**config.mk**
```make
export PLATFORM = sky130hd
export DESIGN_NAME = pcm_sched
export DESIGN_NICKNAME = d
export VERILOG_FILES = /design/src/rtl/pcm_pkg.sv /design/src/rtl/pcm_wq.sv /design/src/rtl/pcm_sched.sv
export SDC_FILE = /design/constraint.sdc
export NUM_CORES = 1
export LEC_CHECK = 0
export ABC_AREA = 0
export CORE_MARGIN = 2
export CORE_UTILIZATION = 55
export CTS_CLUSTER_SIZE = 24
export DETAILED_ROUTE_END_ITERATION = 8
export PLACE_DENSITY = 0.78
export SYNTH_ARGS = -nofsm -noshare
export SYNTH_HDL_FRONTEND = slang
export SYNTH_SLANG_ARGS = --single-unit
```
**constraint.sdc**
```tcl
create_clock -name clk -period 7.26 [get_ports clk]
set_input_delay 0.726 -clock clk [delete_from_list [all_inputs] [get_ports clk]]
set_output_delay 0.726 -clock clk [all_outputs]
set_load 0.05 [all_outputs]
```
**src/rtl/pcm_pkg.sv**
```systemverilog
// Shared types and defaults for the PCM request scheduler.
package pcm_pkg;

  localparam int unsigned ADDR_W_DEF = 20;
  localparam int unsigned DATA_W_DEF = 16;

  // Queue entries are stored at a fixed maximum width so one struct type
  // serves every legal ADDR_W/DATA_W (both must be <= these limits).
  localparam int unsigned WQ_ADDR_MAX_W = 32;
  localparam int unsigned WQ_DATA_MAX_W = 32;

  typedef enum logic [1:0] {
    IDLE,
    RD_BUSY,
    WR_BUSY
  } state_e;

  typedef struct packed {
    logic [WQ_ADDR_MAX_W-1:0] addr;
    logic [WQ_DATA_MAX_W-1:0] data;
    logic                     valid;
  } wq_entry_t;

endpackage

```
**src/rtl/pcm_wq.sv**
```systemverilog
// Write queue: circular FIFO with parallel address match for read
// forwarding and write coalescing; the in-flight head is masked from
// coalescing.
module pcm_wq
  import pcm_pkg::*;
#(
  parameter  int unsigned ADDR_W = ADDR_W_DEF,
  parameter  int unsigned DATA_W = DATA_W_DEF,
  parameter  int unsigned DEPTH  = 4,
  localparam int unsigned CNT_W  = $clog2(DEPTH + 1),
  localparam int unsigned PTR_W  = (DEPTH > 1) ? $clog2(DEPTH) : 1
) (
  input  logic              clk,
  input  logic              reset,
  input  logic              push,
  input  logic [ADDR_W-1:0] push_addr,
  input  logic [DATA_W-1:0] push_data,
  input  logic              coal,
  input  logic [PTR_W-1:0]  coal_idx,
  input  logic              pop,
  input  logic              head_busy,
  input  logic [ADDR_W-1:0] match_addr,
  output logic [CNT_W-1:0]  count,
  output logic [ADDR_W-1:0] head_addr,
  output logic [DATA_W-1:0] head_data,
  output logic              rd_hit,
  output logic [DATA_W-1:0] rd_data,
  output logic              wr_hit,
  output logic [PTR_W-1:0]  wr_idx
);

  wq_entry_t        mem_q [DEPTH];
  wq_entry_t        mem_d [DEPTH];
  logic [PTR_W-1:0] head_q, head_d;
  logic [CNT_W-1:0] count_q, count_d;
  logic [PTR_W-1:0] tail;
  logic [DEPTH-1:0] busy_mask;
  int unsigned      p;

  function automatic logic [PTR_W-1:0] wrap(input int unsigned v);
    return PTR_W'(v % DEPTH);
  endfunction

  // Parallel match walking oldest to youngest so the youngest hit wins.
  always_comb begin
    rd_hit    = 1'b0;
    rd_data   = '0;
    wr_hit    = 1'b0;
    wr_idx    = '0;
    busy_mask = '0;
    p         = 0;
    if (head_busy) busy_mask[head_q] = 1'b1;
    for (int unsigned i = 0; i < DEPTH; i++) begin
      p = (32'(head_q) + i) % DEPTH;
      if (mem_q[PTR_W'(p)].valid &&
          mem_q[PTR_W'(p)].addr == WQ_ADDR_MAX_W'(match_addr)) begin
        rd_hit  = 1'b1;
        rd_data = DATA_W'(mem_q[PTR_W'(p)].data);
        if (!busy_mask[PTR_W'(p)]) begin
          wr_hit = 1'b1;
          wr_idx = PTR_W'(p);
        end
      end
    end
  end

  // Head view; a coalesce into the head on the issue cycle is forwarded so
  // the issued command carries the newest data.
  always_comb begin
    count     = count_q;
    head_addr = ADDR_W'(mem_q[head_q].addr);
    head_data = (coal && coal_idx == head_q) ? push_data
                                             : DATA_W'(mem_q[head_q].data);
  end

  // Next queue contents: coalesce, pop head, push tail.
  always_comb begin
    mem_d   = mem_q;
    head_d  = head_q;
    tail    = wrap(32'(head_q) + 32'(count_q));
    if (coal) mem_d[coal_idx].data = WQ_DATA_MAX_W'(push_data);
    if (pop) begin
      mem_d[head_q].valid = 1'b0;
      head_d              = wrap(32'(head_q) + 1);
    end
    if (push) begin
      mem_d[tail].addr  = WQ_ADDR_MAX_W'(push_addr);
      mem_d[tail].data  = WQ_DATA_MAX_W'(push_data);
      mem_d[tail].valid = 1'b1;
    end
    count_d = count_q + CNT_W'(push) - CNT_W'(pop);
  end

  // Queue storage and pointers.
  always_ff @(posedge clk or posedge reset) begin
    if (reset) begin
      for (int unsigned i = 0; i < DEPTH; i++) mem_q[i] <= '0;
      head_q  <= '0;
      count_q <= '0;
    end else begin
      mem_q   <= mem_d;
      head_q  <= head_d;
      count_q <= count_d;
    end
  end

endmodule

```
**src/rtl/pcm_sched.sv**
```systemverilog
// PCM request scheduler: queues writes, forwards read hits from the queue,
// and keeps at most one PCM command outstanding.
module pcm_sched
  import pcm_pkg::*;
#(
  parameter int unsigned ADDR_W   = ADDR_W_DEF,
  parameter int unsigned DATA_W   = DATA_W_DEF,
  parameter int unsigned WQ_DEPTH = 4
) (
  input  logic                          clk,
  input  logic                          reset,
  input  logic                          req_valid,
  input  logic                          req_write,
  input  logic [ADDR_W-1:0]             req_addr,
  input  logic [DATA_W-1:0]             req_wdata,
  output logic                          req_ready,
  output logic                          rsp_valid,
  output logic [DATA_W-1:0]             rsp_data,
  output logic                          pcm_cmd_valid,
  output logic                          pcm_cmd_write,
  output logic [ADDR_W-1:0]             pcm_addr,
  output logic [DATA_W-1:0]             pcm_wdata,
  input  logic                          pcm_done,
  input  logic [DATA_W-1:0]             pcm_rdata,
  output logic [$clog2(WQ_DEPTH+1)-1:0] wq_count
);

  localparam int unsigned CNT_W = $clog2(WQ_DEPTH + 1);
  localparam int unsigned PTR_W = (WQ_DEPTH > 1) ? $clog2(WQ_DEPTH) : 1;

  state_e            state_q, state_d;
  logic              pend_q, pend_d;
  logic [ADDR_W-1:0] pend_addr_q, pend_addr_d;
  logic              rsp_valid_q, rsp_valid_d;
  logic [DATA_W-1:0] rsp_data_q, rsp_data_d;
  logic              cmd_valid_q, cmd_valid_d;
  logic              cmd_write_q, cmd_write_d;
  logic [ADDR_W-1:0] pcm_addr_q, pcm_addr_d;
  logic [DATA_W-1:0] pcm_wdata_q, pcm_wdata_d;

  logic [CNT_W-1:0]  wq_cnt;
  logic [ADDR_W-1:0] head_addr;
  logic [DATA_W-1:0] head_data, hit_data;
  logic              rd_hit, wr_hit;
  logic [PTR_W-1:0]  wr_idx;
  logic              issue_wr, issue_rd, wr_done, rd_done, head_busy;
  logic              wr_ok, rd_ok, wr_acc, rd_acc, push, coal;

  pcm_wq #(
    .ADDR_W (ADDR_W),
    .DATA_W (DATA_W),
    .DEPTH  (WQ_DEPTH)
  ) u_wq (
    .clk        (clk),
    .reset      (reset),
    .push       (push),
    .push_addr  (req_addr),
    .push_data  (req_wdata),
    .coal       (coal),
    .coal_idx   (wr_idx),
    .pop        (wr_done),
    .head_busy  (head_busy),
    .match_addr (req_addr),
    .count      (wq_cnt),
    .head_addr  (head_addr),
    .head_data  (head_data),
    .rd_hit     (rd_hit),
    .rd_data    (hit_data),
    .wr_hit     (wr_hit),
    .wr_idx     (wr_idx)
  );

  // FSM state register.
  always_ff @(posedge clk or posedge reset) begin
    if (reset) state_q <= IDLE;
    else       state_q <= state_d;
  end

  // Issue priority from registered state: full queue, pending read, any write.
  always_comb begin
    state_d = state_q;
    unique case (state_q)
      IDLE: begin
        if (wq_cnt == CNT_W'(WQ_DEPTH)) state_d = WR_BUSY;
        else if (pend_q)                state_d = RD_BUSY;
        else if (wq_cnt != '0)          state_d = WR_BUSY;
      end
      RD_BUSY: if (pcm_done) state_d = IDLE;
      WR_BUSY: if (pcm_done) state_d = IDLE;
      default: state_d = IDLE;
    endcase
  end

  // FSM decodes; pcm_done outside a busy state is ignored.
  always_comb begin
    issue_wr  = (state_q == IDLE) && (state_d == WR_BUSY);
    issue_rd  = (state_q == IDLE) && (state_d == RD_BUSY);
    wr_done   = (state_q == WR_BUSY) && pcm_done;
    rd_done   = (state_q == RD_BUSY) && pcm_done;
    head_busy = (state_q == WR_BUSY);
  end

  // Request acceptance: registered count only, so a same-cycle pop never
  // frees a slot early.
  always_comb begin
    wr_ok     = wr_hit || (wq_cnt < CNT_W'(WQ_DEPTH));
    rd_ok     = !pend_q && (state_q != RD_BUSY);
    req_ready = req_write ? wr_ok : rd_ok;
    wr_acc    = req_valid && req_ready && req_write;
    rd_acc    = req_valid && req_ready && !req_write;
    push      = wr_acc && !wr_hit;
    coal      = wr_acc && wr_hit;
  end

  // Pending read, response and command register next values.
  always_comb begin
    pend_d      = pend_q;
    pend_addr_d = pend_addr_q;
    if (rd_acc && !rd_hit) begin
      pend_d      = 1'b1;
      pend_addr_d = req_addr;
    end else if (rd_done) begin
      pend_d = 1'b0;
    end

    rsp_valid_d = (rd_acc && rd_hit) || rd_done;
    rsp_data_d  = rsp_data_q;
    if (rd_acc && rd_hit) rsp_data_d = hit_data;
    else if (rd_done)     rsp_data_d = pcm_rdata;

    cmd_valid_d = issue_wr || issue_rd;
    cmd_write_d = cmd_write_q;
    pcm_addr_d  = pcm_addr_q;
    pcm_wdata_d = pcm_wdata_q;
    if (issue_wr) begin
      cmd_write_d = 1'b1;
      pcm_addr_d  = head_addr;
      pcm_wdata_d = head_data;
    end else if (issue_rd) begin
      cmd_write_d = 1'b0;
      pcm_addr_d  = pend_addr_q;
      pcm_wdata_d = '0;
    end
  end

  // Datapath registers.
  always_ff @(posedge clk or posedge reset) begin
    if (reset) begin
      pend_q      <= 1'b0;
      pend_addr_q <= '0;
      rsp_valid_q <= 1'b0;
      rsp_data_q  <= '0;
      cmd_valid_q <= 1'b0;
      cmd_write_q <= 1'b0;
      pcm_addr_q  <= '0;
      pcm_wdata_q <= '0;
    end else begin
      pend_q      <= pend_d;
      pend_addr_q <= pend_addr_d;
      rsp_valid_q <= rsp_valid_d;
      rsp_data_q  <= rsp_data_d;
      cmd_valid_q <= cmd_valid_d;
      cmd_write_q <= cmd_write_d;
      pcm_addr_q  <= pcm_addr_d;
      pcm_wdata_q <= pcm_wdata_d;
    end
  end

  assign rsp_valid     = rsp_valid_q;
  assign rsp_data      = rsp_data_q;
  assign pcm_cmd_valid = cmd_valid_q;
  assign pcm_cmd_write = cmd_write_q;
  assign pcm_addr      = pcm_addr_q;
  assign pcm_wdata     = pcm_wdata_q;
  assign wq_count      = wq_cnt;

endmodule

```
==> impl_results.md <==
* Post-Route Setup TNS at 0 ns
* Avg Inst Size Synth at 11.60 sq um
* DRC violations left at 0
* Clk_lat worst skew at 0.54 ns
* Critical path class: reg2out
* Die area at 31360 sq um
* Post-Route Skew at 0.01060 ns
* Routed WL at 50700 um
* Reg clk slew, reported paths at 0.06 ns
* GRT Util Overall at 32.69%
* Worst-margin pin slew at 0.9984 ns
* Commonest non-fill, non-tap cell in the layout: dfrtp_1
* Final global-route overflow total at 0
* Crit end category: output pin
* Root buf cell: clkbuf_16
* Predominant post-synthesis flop cell: dfrtp_1
* CP required at 6.53 ns
* Commonest cells after routing, fill and taps aside: 229 x dfrtp_1, 162 x mux2i_1, 149 x mux2_2
* Post-detail-place hpwl at 36020 um
* Startpoint Class: flip-flop
* Tot Pwr at 10.41 mW
* DR WL/cell at 26.81 um
* CTS resizes at 0
* Share of cells above drive strength 1 at 25.58%
* Mapped Nets at 1489
* Area delta synth->final at 13.41%
* Hold Vio Cnt, Final at 0
* I/O Pins at 116
* Share of the synthesized area in the top cell type at 35.09%
* Register area share after synthesis at 35.09%
* Clock Path Buffers at 3
* Synth cell types at 88
* Yosys reg bits at 231
* Starting Density at 55.74%
* Largest area contributor in the netlist: dfrtp_1
* Crit path DAT at 5.60 ns
* Max H-tree Level at 1
* Core Footprint at 29560 sq um
* Max IR drop VDD at 0.2676 mV
* Antenna violations before repair at 0
* Mapped Area at 16480 sq um
* Max frequency at 158.0 MHz
* Cells after Synth at 1420
* Utilization after layout at 63.21%
* CTS tree: done
* N_diodes at 0
* Cell Pwr Density at 556.9 nW/um^2
* Via count at 12920
* Hold crit path type: reg2reg
* Post-synth EDFFs at 0
* Die W at 177.1 um
* Filler cells at 2360
* Number of global-route vias before repair at 12770
* DR pass1 iterations at 5
* Final setup viols at 0
* Post CTS Setup Buffer Count at 0
* Largest net degree at the start of global routing at 98
* Vias per cell at 6.834
* Area occupied by multi-input gates at 9986 sq um
* Die height at 177.1 um
* FF+latch area at 5788 sq um
* Fin cells at 1891
* Placed Cells at 1844
* P_leak at 8.047 nW
* CTS Sinks at 231
* Min Tclk post-route at 6.329 ns
* Detail Route Antenna Nets at 0
* CTS buffer count at 26
* Ys async rst share at 100.0%
* Num rows at 63
* Routability Congestion at 0.9913
* Slew Limit Fails at 0
* Max Cap Viol at 0
* RSZ-0062 raised after global routing: no
* Period utilization at 87.18%
* Drt initial violations at 1281
* Final nets at 1551
* First-pass GRT wire length at 78320 um
* Area contributors post-synth: dfrtp_1 35%, mux4_2 14%, mux2_2 10%, mux2i_1 9.8%, xnor2_1 2.9%
* Status: complete, no violations
* Worst rel slew slack at 33.28%
* Hold slack final at 0.4789 ns
* Maximum fanout along the worst path at 39
* Ys Warns at 0
* Port buffer count at 115
* Hold-fix buffers, CTS at 0
Yosys cell counts, types with 16 or more instances:
cell type / number
dfrtp_1: 231
mux2i_1: 162
mux2_2: 149
mux4_2: 102
nand2_1: 94
a21oi_1: 63
clkbuf_1: 59
xnor2_1: 54
o21ai_0: 45
nor2_1: 44
inv_1: 24
mux2_4: 20
buf_6: 19
a22o_1: 18
o21a_1: 16
registers in the layout, indices dropped and copies added, names as in the netlist:
name           count
pcm_addr          20
pcm_cmd_valid      1
pcm_cmd_write      1
pcm_wdata         16
pend_addr_q       20
pend_q             1
rsp_data          16
rsp_valid          1
state_q            2
u_wq.count         3
u_wq.head_q        2
u_wq.mem_q       148
worst paths after layout:
path                                       startpoint                          end  slack [ns]  cells after the start
setup / recovery           u_wq.head_q[0]$_DFFE_PP0P_                    req_ready        0.93                     13
hold / removal              pcm_wdata[15]$_DFFE_PP0P_    pcm_wdata[15]$_DFFE_PP0P_        0.48                      2
setup reg to reg           u_wq.head_q[0]$_DFFE_PP0P_      u_wq.mem_q[3]$_DFF_PP0_        1.47                     13
hold reg to reg             pcm_wdata[15]$_DFFE_PP0P_    pcm_wdata[15]$_DFFE_PP0P_        0.48                      2
max in group asynchronous                       reset  u_wq.mem_q[100]$_DFFE_PP0P_        5.15                      3
min in group asynchronous                       reset  pend_addr_q[18]$_DFFE_PP0P_        0.68                      2
per-layer routing:
metal  global-route usage [%]  part of all wire (%)
met1                    46.30                    42
met2                    50.15                    45
met3                    7.474                   9.1
met4                    10.12                   3.3
met5                        0                     0
where the power goes:
group          switching (mW)  leakage (nW)  internal (mW)  total (mW)
logic                    3.37          4.78           2.97        6.34
clock network           0.544         0.434          0.819        1.36
registers               0.794          2.83           1.91        2.71
logic make-up (layout without fill, tap and decap cells):
logic type                 Yosys count  after routing  synth area share (%)
buffers and inverters              146            227                 4.610
and+or+nand+nor                    265            265                 8.414
adders and majority gates           12             12                0.9569
AOI/OAI and AO/OA                  267            267                 11.60
xor gates and xnor gates            65             65                 3.455
DFF                                231            231                 35.09
muxes                              434            434                 35.87
through the flow:
stage          worst slack (ns)  cell area, sq um
5_1_grt                  0.5571             18690
3_3_place_gp              1.579             17800
3_5_place_dp              1.502             17800
6_report                 0.9305             18690
4_1_cts                  0.8931             18690
2_1_floorplan            0.2011             16480
worst max-delay path, cell delays in order (launching register included):
cell	delay, ns
dfrtp_4	0.78
inv_2	0.12
ha_4	0.63
buf_4	0.38
buf_4	0.24
mux2i_1	0.24
xor2_1	0.09
a32oi_1	0.51
nor4_1	0.12
and3_1	0.27
and2_1	0.18
nor4_1	0.55
a31oi_1	0.18
clkdlybuf4s50_1	0.77
layout make-up:
class                   instances  area share [%]
repair buffers                152           7.647
multi-input cells            1043           53.44
well taps                     390           2.611
flip-flops and latches        231           30.98
clock inverters                 7          0.4687
clock buffers                  40           4.252
inverters                      28          0.6027
No activity file was read; power rests on OpenSTA's default activity.
